## config.mk

```make
export PLATFORM = sky130hd
export DESIGN_NAME = max_exp_sched_flat
export DESIGN_NICKNAME = d
export VERILOG_FILES = /design/src/rtl/max_exp_sched_pkg.sv /design/src/rtl/max_exp_sched_if.sv /design/src/rtl/max_exp_sched_max9_tree.sv /design/src/rtl/max_exp_sched.sv /design/src/flat_wrapper.sv
export SDC_FILE = /design/constraint.sdc
export NUM_CORES = 1
export LEC_CHECK = 0
export CAP_MARGIN = 0
export CORE_AREA = 2 2 111 113
export CTS_BUF_LIST = sky130_fd_sc_hd__clkbuf_8 sky130_fd_sc_hd__clkbuf_16
export DETAILED_ROUTE_END_ITERATION = 8
export DIE_AREA = 0 0 113 115
export DONT_BUFFER_PORTS = 1
export PLACE_DENSITY = 0.44
export SYNTH_ARGS = -nofsm -noshare
export SYNTH_HDL_FRONTEND = slang
export SYNTH_SLANG_ARGS = --single-unit
```

## constraint.sdc

```tcl
create_clock -name clk -period 2.7 [get_ports clk]
set_clock_uncertainty 0.2 [all_clocks]
set_input_delay 0.405 -clock clk [delete_from_list [all_inputs] [get_ports clk]]
set_output_delay 0.405 -clock clk [all_outputs]
set_load 0.02 [all_outputs]
```

## src/rtl/max_exp_sched_pkg.sv

```systemverilog
// Shared types for the max-exponent sequencer: lane count, default exponent
// width, FSM state encoding and the lane unpacking helper.
// The lane helpers are sized by EXP_W_DEF; the top's EXP_W must match it.
package max_exp_pkg;

  localparam int EXP_W_DEF = 6;
  localparam int LANES     = 9;

  typedef logic [EXP_W_DEF-1:0]     exp_t;
  typedef exp_t [LANES-1:0]         lane_arr_t;

  typedef enum logic [1:0] {
    IDLE  = 2'd0,
    ACCUM = 2'd1,
    FLUSH = 2'd2,
    DONE  = 2'd3
  } state_e;

  // Element 0 is lane 1, which sits in the MSB slice of the flat bus.
  function automatic lane_arr_t unpack_lanes(input logic [LANES*EXP_W_DEF-1:0] v);
    lane_arr_t l;
    for (int i = 0; i < LANES; i++) begin
      l[i] = v[(LANES-1-i)*EXP_W_DEF +: EXP_W_DEF];
    end
    return l;
  endfunction

  function automatic exp_t max2(input exp_t a, input exp_t b);
    return (a > b) ? a : b;
  endfunction

endpackage

```

## src/rtl/max_exp_sched_if.sv

```systemverilog
// Handshake bundle between operand fetch, the max-exponent sequencer and the
// alignment stage. slave = sequencer side, master = producer/consumer side.
// Latency and backpressure are defined by the sequencer, not the bundle.
interface max_exp_sched_if #(
  parameter int EXP_W = 6,
  parameter int CNT_W = 8
);
  logic [CNT_W-1:0]   cfg_groups;
  logic               in_valid;
  logic               in_ready;
  logic [9*EXP_W-1:0] in_exp;
  logic [8:0]         in_skip;
  logic               out_valid;
  logic               out_ready;
  logic [EXP_W-1:0]   out_max_exp;
  logic               out_all_skip;
  logic               busy;

  modport slave (
    input  cfg_groups, in_valid, in_exp, in_skip, out_ready,
    output in_ready, out_valid, out_max_exp, out_all_skip, busy
  );

  modport master (
    output cfg_groups, in_valid, in_exp, in_skip, out_ready,
    input  in_ready, out_valid, out_max_exp, out_all_skip, busy
  );
endinterface

```

## src/rtl/max_exp_sched_max9_tree.sv

```systemverilog
// 9-lane skip masking plus unsigned maximum through a balanced 2-input tree.
// Latency: purely combinational.
// Backpressure: none; the caller qualifies the result with its own handshake.
module max9_tree import max_exp_pkg::*; (
  input  logic [LANES*EXP_W_DEF-1:0] exp_i,
  input  logic [LANES-1:0]           skip_i,
  output logic [EXP_W_DEF-1:0]       max_exp_o,
  output logic                       all_skip_o
);

  lane_arr_t lanes;
  lane_arr_t masked;
  exp_t      m12, m34, m56, m78, m1_4, m5_8, m1_8;

  // Mask skipped lanes to zero, then reduce lanes 1-8 pairwise and fold in lane 9 last.
  always_comb begin
    lanes = unpack_lanes(exp_i);
    for (int i = 0; i < LANES; i++) begin
      masked[i] = skip_i[LANES-1-i] ? '0 : lanes[i];
    end
    m12        = max2(masked[0], masked[1]);
    m34        = max2(masked[2], masked[3]);
    m56        = max2(masked[4], masked[5]);
    m78        = max2(masked[6], masked[7]);
    m1_4       = max2(m12, m34);
    m5_8       = max2(m56, m78);
    m1_8       = max2(m1_4, m5_8);
    max_exp_o  = max2(m1_8, masked[8]);
    all_skip_o = &skip_i;
  end

endmodule

```

## src/rtl/max_exp_sched.sv

```systemverilog
// Folds per-window 9-lane maximum exponents into a block maximum over cfg_groups windows.
// Latency: out_valid 1 cycle after the last accept (2 with MAX_EXP_SCHED_PIPE_EN defined).
// Backpressure: in_ready low outside IDLE/ACCUM; result held in DONE until out_ready.
module max_exp_sched import max_exp_pkg::*; #(
  parameter int EXP_W = EXP_W_DEF,
  parameter int CNT_W = 8
) (
  input  logic               clk,
  input  logic               rst_n,
  max_exp_sched_if.slave     bus
);

`ifdef MAX_EXP_SCHED_PIPE_EN
  localparam state_e END_ST = FLUSH;
`else
  localparam state_e END_ST = DONE;
`endif

  state_e           state_q, state_d;
  logic [CNT_W-1:0] cnt_q, cnt_d;
  logic [CNT_W-1:0] groups_q, groups_d;
  logic [EXP_W-1:0] acc_q, acc_d;
  logic             all_skip_q, all_skip_d;

  logic             accept;
  logic [EXP_W-1:0] tree_max;
  logic             tree_all;

  logic             fold_vld;
  logic             fold_first;
  logic [EXP_W-1:0] fold_max;
  logic             fold_all;

  // Gated with rst_n so producers never see ready while reset is held.
  assign bus.in_ready     = rst_n && ((state_q == IDLE) || (state_q == ACCUM));
  assign bus.out_valid    = (state_q == DONE);
  assign bus.busy         = (state_q != IDLE);
  assign bus.out_max_exp  = acc_q;
  assign bus.out_all_skip = all_skip_q;
  assign accept           = bus.in_valid && bus.in_ready;

  max9_tree u_tree (
    .exp_i      (bus.in_exp),
    .skip_i     (bus.in_skip),
    .max_exp_o  (tree_max),
    .all_skip_o (tree_all)
  );

`ifdef MAX_EXP_SCHED_PIPE_EN
  logic             pipe_vld_q;
  logic             pipe_first_q;
  logic [EXP_W-1:0] pipe_max_q;
  logic             pipe_all_q;

  // Register stage between the compare tree and the accumulator.
  always_ff @(posedge clk or negedge rst_n) begin
    if (!rst_n) begin
      pipe_vld_q   <= 1'b0;
      pipe_first_q <= 1'b0;
      pipe_max_q   <= '0;
      pipe_all_q   <= 1'b0;
    end else begin
      pipe_vld_q   <= accept;
      pipe_first_q <= (state_q == IDLE);
      pipe_max_q   <= tree_max;
      pipe_all_q   <= tree_all;
    end
  end

  assign fold_vld   = pipe_vld_q;
  assign fold_first = pipe_first_q;
  assign fold_max   = pipe_max_q;
  assign fold_all   = pipe_all_q;
`else
  assign fold_vld   = accept;
  assign fold_first = (state_q == IDLE);
  assign fold_max   = tree_max;
  assign fold_all   = tree_all;
`endif

  // Next state and group counting; cfg_groups is only looked at on the first window.
  always_comb begin
    state_d  = state_q;
    cnt_d    = cnt_q;
    groups_d = groups_q;
    case (state_q)
      IDLE: begin
        if (accept) begin
          groups_d = (bus.cfg_groups == '0) ? {{(CNT_W-1){1'b0}}, 1'b1} : bus.cfg_groups;
          cnt_d    = {{(CNT_W-1){1'b0}}, 1'b1};
          state_d  = (bus.cfg_groups > {{(CNT_W-1){1'b0}}, 1'b1}) ? ACCUM : END_ST;
        end
      end
      ACCUM: begin
        if (accept) begin
          cnt_d = cnt_q + 1'b1;
          // Compare against groups-1 so a full-scale group count never overflows.
          if (cnt_q == groups_q - 1'b1) state_d = END_ST;
        end
      end
      FLUSH:   state_d = DONE;
      DONE: begin
        if (bus.out_ready) begin
          state_d = IDLE;
          cnt_d   = '0;
        end
      end
      default: state_d = IDLE;
    endcase
  end

  // Running block maximum; the first window of a block overwrites stale contents.
  always_comb begin
    acc_d      = acc_q;
    all_skip_d = all_skip_q;
    if (fold_vld) begin
      if (fold_first) begin
        acc_d      = fold_max;
        all_skip_d = fold_all;
      end else begin
        acc_d      = (fold_max > acc_q) ? fold_max : acc_q;
        all_skip_d = all_skip_q & fold_all;
      end
    end
  end

  // State, counter and accumulator registers.
  always_ff @(posedge clk or negedge rst_n) begin
    if (!rst_n) begin
      state_q    <= IDLE;
      cnt_q      <= '0;
      groups_q   <= '0;
      acc_q      <= '0;
      all_skip_q <= 1'b0;
    end else begin
      state_q    <= state_d;
      cnt_q      <= cnt_d;
      groups_q   <= groups_d;
      acc_q      <= acc_d;
      all_skip_q <= all_skip_d;
    end
  end

endmodule

```

## src/flat_wrapper.sv

```systemverilog
// flat-port wrapper written by rule: the top's interface ports become plain ports
module max_exp_sched_flat import max_exp_pkg::*;
#(
  parameter int EXP_W = EXP_W_DEF,
  parameter int CNT_W = 8
)
  (clk, rst_n, bus_cfg_groups, bus_in_valid, bus_in_exp, bus_in_skip, bus_out_ready, bus_in_ready, bus_out_valid, bus_out_max_exp, bus_out_all_skip, bus_busy);
  max_exp_sched_if #(.EXP_W(EXP_W), .CNT_W(CNT_W)) bus_i ();
  input  logic clk;
  input  logic rst_n;
  input wire logic [$bits(bus_i.cfg_groups)-1:0] bus_cfg_groups;
  input wire logic [$bits(bus_i.in_valid)-1:0] bus_in_valid;
  input wire logic [$bits(bus_i.in_exp)-1:0] bus_in_exp;
  input wire logic [$bits(bus_i.in_skip)-1:0] bus_in_skip;
  input wire logic [$bits(bus_i.out_ready)-1:0] bus_out_ready;
  output wire logic [$bits(bus_i.in_ready)-1:0] bus_in_ready;
  output wire logic [$bits(bus_i.out_valid)-1:0] bus_out_valid;
  output wire logic [$bits(bus_i.out_max_exp)-1:0] bus_out_max_exp;
  output wire logic [$bits(bus_i.out_all_skip)-1:0] bus_out_all_skip;
  output wire logic [$bits(bus_i.busy)-1:0] bus_busy;
  assign bus_i.cfg_groups = bus_cfg_groups;
  assign bus_i.in_valid = bus_in_valid;
  assign bus_i.in_exp = bus_in_exp;
  assign bus_i.in_skip = bus_in_skip;
  assign bus_i.out_ready = bus_out_ready;
  assign bus_in_ready = bus_i.in_ready;
  assign bus_out_valid = bus_i.out_valid;
  assign bus_out_max_exp = bus_i.out_max_exp;
  assign bus_out_all_skip = bus_i.out_all_skip;
  assign bus_busy = bus_i.busy;
  max_exp_sched #(.EXP_W(EXP_W), .CNT_W(CNT_W)) u_core (.clk(clk), .rst_n(rst_n), .bus(bus_i));
endmodule
```

### Word-level counts from Yosys, hierarchy flattened

Index checks and enable logic that the tools add are counted.

* register bits after elaboration: 25
* latch bits: 0
* memory bits (writable): 0
* ROM bits: 0
* input port bits: 75
* word-level logic and storage cells: 70
* memories: 0

* add/subtract/negate cells: 2
* multipliers: 0
* divide/modulo/power cells: 0
* magnitude comparators: 10
* equal/unequal tests: 8
* shifts and indexed selects: 0
* mux-type cells: 31
* bitwise gates (word level): 1
* reduce and logical (&&, ||, !) cells: 13

Operators with widths (count)
* 6-bit two-way mux: 19
* 6-bit greater-than comparator: 9
* 8-bit two-way mux: 4
* 8-bit case mux with 3 select lines: 1
* 2-bit two-way mux: 5
* 9-bit AND reduction: 1
* 8-bit by 1-bit adder with 8-bit output, second input constant: 1
* 8-bit equality test: 1
* 8-bit by 1-bit greater-than comparator with 1-bit output, second input constant: 1
* 8-bit logical NOT: 1
* 2-bit case mux with 4 select lines: 1
* 4-bit AND reduction: 2
* 8-bit by 1-bit subtractor with 8-bit output, second input constant: 1
* 2-bit equality test, second input constant: 2
* 2-bit by 1-bit != test with 1-bit output, second input constant: 2
* 2-bit != test, second input constant: 2
* 2-bit AND reduction: 2
* 2-bit nonzero test: 2
* 3-bit nonzero test: 1
* 2-bit by 1-bit equality test with 1-bit output, second input constant: 1
* 1-bit logical AND: 2
* 2-bit logical NOT: 1
* 1-bit AND: 1
* 1-bit logical OR: 1
* 1-bit two-way mux: 1

### Longest topological paths before layout

* word-level depth: 12
* depth in mapped cells: 49
* depth with buffers taken out: 47

### Modules after synthesis

Synthesis repeated with hierarchy kept, for this count alone.

* cell total of the unflattened synthesis: 510
* area total of the unflattened synthesis: 4000.1 µm²

Modules (own cells, without submodules)
* max9_tree: times used 1, cells each 350, area an instance 2414.8 µm², sequential area each 0.0 µm²
* max_exp_sched: times used 1, cells each 160, area an instance 1585.3 µm², sequential area each 625.6 µm²

### Least setup slack after synthesis

No wires, ideal clock.

* path kind: input port to flip-flop
* start: input bus_in_exp[8]
* end: register u_core.acc_q[5], in the netlist u_core.bus.out_max_exp[5]
* setup time: 0.126 ns
* arrival time: 8.983 ns
* required time: 2.374 ns
* path slack: -6.609 ns
* stages: 44
* buffers on the path: 2
* cell sequence: nor2b_1 > inv_1 > ha_1 > nand3_1 > a21boi_0 > maj3_1 > a31oi_2 > mux2i_1 > ha_1 > nor2b_1 > o21ai_0 > nand2b_1 > maj3_1 > maj3_2 > a21oi_1 > nor2_1 > o21ai_0 > inv_1 > (+8 left out) > o21a_1 > o21ai_0 > nand2b_1 > a21oi_1 > nor2b_1 > o22ai_1 > clkbuf_1 > mux2_2 > ha_1 > nor2b_1 > o21ai_0 > nand2b_1 > a221oi_1 > a41oi_1 > o21bai_1 > clkbuf_1 > nor2_1 > a221o_1

* word-level cells in the longest chain between the ends: 12
* elaborated cells between the ends (all ways): 14
* classes of those cells: order compare (5); mux (7); reduce/logical (2)

RTL lines
* start, declared: RTL line flat_wrapper.sv:13 `input wire logic [$bits(bus_i.in_exp)-1:0] bus_in_exp;`
* 6-bit two-way mux (*): RTL line max_exp_sched_max9_tree.sv:19 `masked[i] = skip_i[LANES-1-i] ? '0 : lanes[i];`
* 6-bit greater-than comparator: RTL line max_exp_sched_pkg.sv:29 `return (a > b) ? a : b;`
* 6-bit two-way mux (*): RTL line max_exp_sched_pkg.sv:29
* 6-bit greater-than comparator: RTL line max_exp_sched_pkg.sv:29
* 6-bit two-way mux (*): RTL line max_exp_sched_pkg.sv:29
* 6-bit greater-than comparator: RTL line max_exp_sched_pkg.sv:29
* 6-bit two-way mux (*): RTL line max_exp_sched_pkg.sv:29
* 6-bit greater-than comparator: RTL line max_exp_sched_pkg.sv:29
* 6-bit two-way mux (*): RTL line max_exp_sched_pkg.sv:29
* net u_core.fold_max[1]: RTL line max_exp_sched.sv:31 `logic [EXP_W-1:0] fold_max;`
* 6-bit greater-than comparator (*): RTL line max_exp_sched.sv:121 `acc_d = (fold_max > acc_q) ? fold_max : acc_q;`
* 2-bit nonzero test (no line) (*)
* 2-bit AND reduction (no line) (*)
* end signal, assigned: RTL line max_exp_sched.sv:133 `acc_q <= '0;`
* end signal, assigned: RTL line max_exp_sched.sv:139 `acc_q <= acc_d;`
* end, declared: RTL line max_exp_sched.sv:22 `logic [EXP_W-1:0] acc_q, acc_d;`

Mark *: on every way through the listed nets, which the timed path passes. The rest lies on a longest branch. The select of a mux whose other input is x is not followed.
A chain may end at the register's enable or synchronous reset.

### Final worst setup path

* start: input bus_in_exp[8]
* end: register u_core.acc_q[0], in the netlist u_core.bus.out_max_exp[0]

The elaborated chain is that of the path after synthesis.

==> results by group <==
Outcome
  – Status: complete, but fails checks
  – Failing checks: design-rule violations, negative setup slack

Routing
  – Residual DRC: 7
  – Final antenna-violating net count: 0
  – TritonRoute pass-1 iters: 6
  – Via density per instance: 5.08
  – DR WL/cell: 14.0 um
  – Drt initial violations: 133
  – Routed via count: 3950
  – Final wirelength: 10900 um

Worst setup path
  – Critical path's most frequent cell: ha_1
  – Critical Path Sink Type: register
  – CP Launch Type: input port
  – CP max stage delay: 0.34 ns
  – Critical Path RT: 2.64 ns
  – Setup CP Type: input port to register
  – Worst EP arrival: 8.16 ns
  – CP max FO: 6
  – Slowest-stage cell, CP: maj3_2

Synth
  – Cell accounting for the most synthesized area: dfrtp_1
  – Cell variety after synth: 68
  – Cells after Synth: 484
  – Async SR Flop Fraction: 100%
  – Syn Std Cell Area: 3810 sq um
  – Count of flip-flops with a built-in enable after synthesis: 0
  – Area share of the largest cell type after synthesis: 16.4%
  – Net count after synthesis: 609
  – Top cells by area, synth: dfrtp_1, ha_1, nor2b_1
  – Avg Inst Size Synth: 7.88 sq um
  – Yosys reg bits: 25
  – Synth Flop Type: dfrtp_1
  – YS warnings: 0
  – Register area share after synthesis: 16.4%

GRT
  – Initial antenna violation count: 0
  – First-pass GRT wire length: 17800 um
  – Number of global-route vias before repair: 3905
  – Largest net degree at the start of global routing: 26
  – Grt total ovfl: 0
  – GR Util All Layers: 16.3%

Timing
  – Slew headroom: 43.3%
  – Min Tclk post-route: 8.22 ns
  – Final setup violating endpoints: 6
  – WHS: 0.0848 ns
  – Max frequency: 122 MHz
  – Final worst slack: -5.52 ns
  – Final worst path period share: 304%
  – Final hold viol count: 0
  – Max Slew Vio Count: 0
  – RSZ-0062 raised after global routing: true
  – Worst-Margin Slew: 0.844 ns

Clock tree
  – H-tree levels: 1
  – Clock slew at reported path FFs: 0.07 ns
  – CTS tree: yes
  – Root buf cell: clkbuf_16
  – Clock latency on the worst-skew pair: 0.27 ns
  – CTS Buf Count: 3
  – CTS Buffer Depth: 2
  – Total clock sinks: 25

Job
  – Max Cap Viol: 0

Power and ir drop
  – Worst VDD drop: 0.573 mV
  – Power Density: 937 nW/um^2
  – P_leak: 0.00254 uW
  – Switching share of power: 42.3%
  – Final Power: 5090 uW
  – Combinational group share of total power: 79.3%
  – Internal power: 2940 uW
  – Sequential power share: 13.9%
  – Clock network power share: 6.8%
  – Switch Pwr: 2150 uW

Floorplan
  – Core area: 11800 sq um
  – Die Ht: 115 um
  – Site Rows: 40
  – Initial Utilization: 32.3%
  – Die Width: 113 um
  – Die area: 13000 sq um
  – I/O pin cnt: 85

Placed design
  – Placed insts: 757
  – RePlAce Congestion: 0.837
  – Dpl ws: -5.84 ns
  – Cell Area, Placed: 5070 sq um
  – Port Buffers: 0
  – DP Wirelength: 9080 um

Final layout
  – Diode count: 0
  – Final non-filler cell total: 778
  – Share of layout cells above drive strength 1: 36.0%
  – Fin area: 5430 sq um
  – NumNets Final: 757
  – Layout area overhead: 42.4%

Hold path
  – Min-Delay Path Class: input port to register
==> cell usage after synthesis (2+ instances only) <==
cell      instances
a21o_1            7
a21oi_1          31
a22o_1            5
a31o_2            7
a31oi_1           7
a41oi_1           2
and2_1            4
and3_1            4
clkbuf_1          5
dfrtp_1          25
ha_1             50
inv_1            38
maj3_1            2
mux2_2           12
mux2i_1          16
nand2_1          42
nand2b_1         27
nand3_1          11
nand4_1           5
nor2_1           18
nor2b_1          42
nor3_1            8
o211ai_1          6
o21a_1            6
o21ai_0          34
o21bai_1          2
o22ai_1           4
o31ai_1           8
or2_2             5
or3_1             4
xnor2_1           9
xor2_1            2
==> routing by layer <==
metal / up-vias / global-route usage, % / share of wire (%)
met5: - / 0 / 0
met4: 0 / 2.85 / 0.73
met3: 6 / 0.949 / 2.6
met2: 56 / 29.7 / 50
met1: 1833 / 21.7 / 47
li1: 2055 / - / -
==> stage by stage <==
stage | utilization, % | setup TNS (ns)
2_1_floorplan | - | -34.12
3_3_place_gp | 43.0 | -33.97
3_5_place_dp | 43.0 | -34.90
4_1_cts | 44.3 | -32.67
5_1_grt | 46.0 | -35.21
6_report | 46.0 | -32.90
==> power groups by stage <==
stage          clock network (uW)  logic [uW]  registers (uW)
2_1_floorplan                   0        2360             682
3_3_place_gp                    0        3520             709
3_5_place_dp                    0        3560             712
4_1_cts                       357        3720             706
5_1_grt                       370        4480             731
6_report                      345        4040             707
==> cell type report <==
class | instances | area [sq um]
Clock buffer | 3 | 75.1
Clock inverter | 1 | 7.51
Fill cell | 1210 | 6380
Inverter | 38 | 143
Multi-Input combinational cell | 414 | 3230
Sequential cell | 25 | 626
Tap cell | 147 | 184
Timing Repair Buffer | 150 | 1170
==> critical path, delay by kind of cell <==
family / cells / cell delay (ns)
multiplexers: 2 / 0.54
AO/OA/AOI/OAI: 21 / 3.33
buffers and inverters: 3 / 0.41
adder cells (fa/ha/maj): 8 / 2.40
AND/OR/NAND/NOR: 10 / 1.04
==> logic make-up (layout without fill, tap and decap cells) <==
family / Yosys count / in the layout / synth area share, %
buffers and inverters: 45 / 192 / 4.66
xor gates and xnor gates: 12 / 12 / 2.95
DFF: 25 / 25 / 16.4
muxes: 28 / 28 / 7.75
adders and majority gates: 53 / 53 / 17.2
AOI/OAI and AO/OA: 140 / 140 / 25.3
and+or+nand+nor: 181 / 181 / 25.7
==> sequential cells by signal (all words and copies together) (netlist names) <==
signal	count
u_core.bus.out_all_skip	1
u_core.bus.out_max_exp	6
u_core.cnt_q	8
u_core.groups_q	8
u_core.state_q	2
==> repair_timing <==
item,4_1_cts,5_1_grt
gates cloned,1,1
hold buffers,2,0
setup endpoints to repair,6,7
gates resized for setup,5,34
hold endpoints to repair,25,0
setup buffers,4,9
pin swaps,7,4
==> worst paths after layout <==
kind	start	endpoint	slack, ns	depth (start not counted)
worst min-delay path	bus_cfg_groups[4]	u_core.groups_q[4]	0.08	1
worst max-delay path	bus_in_exp[8]	u_core.bus.out_max_exp[0]	-5.52	44
worst max register to register	u_core.bus.out_max_exp[1]	u_core.bus.out_max_exp[0]	0.14	12
worst min register to register	u_core.groups_q[7]	u_core.groups_q[7]	0.34	1
max in group asynchronous	rst_n	u_core.cnt_q[5]	1.77	2
min in group asynchronous	rst_n	u_core.state_q[1]	0.37	2
==> placed cells by master (no fill, tap or decap), types with 4 or more instances in the layout <==
cell type	netlist	layout
o211ai_1	6	6
nand2b_1	27	26
a21o_1	7	7
a22o_1	5	5
a31o_2	7	7
nor3_1	8	7
a21oi_1	31	27
inv_1	38	36
nor2_1	18	14
dfrtp_1	25	25
o21ai_1	1	5
buf_6	1	4
o21a_1	6	6
nor2b_1	42	35
mux2i_2	0	5
ha_1	50	46
nor2b_4	0	6
buf_4	0	142
o31ai_1	8	7
o21ai_0	34	27
mux2_2	12	11
or3_1	4	4
mux2i_1	16	11
or2_2	5	5
and2_1	4	4
xnor2_1	9	9
nand2_1	42	42
nand3_1	11	10
a31oi_1	7	7
nand4_1	5	5
(Power assumes the default switching activity.)
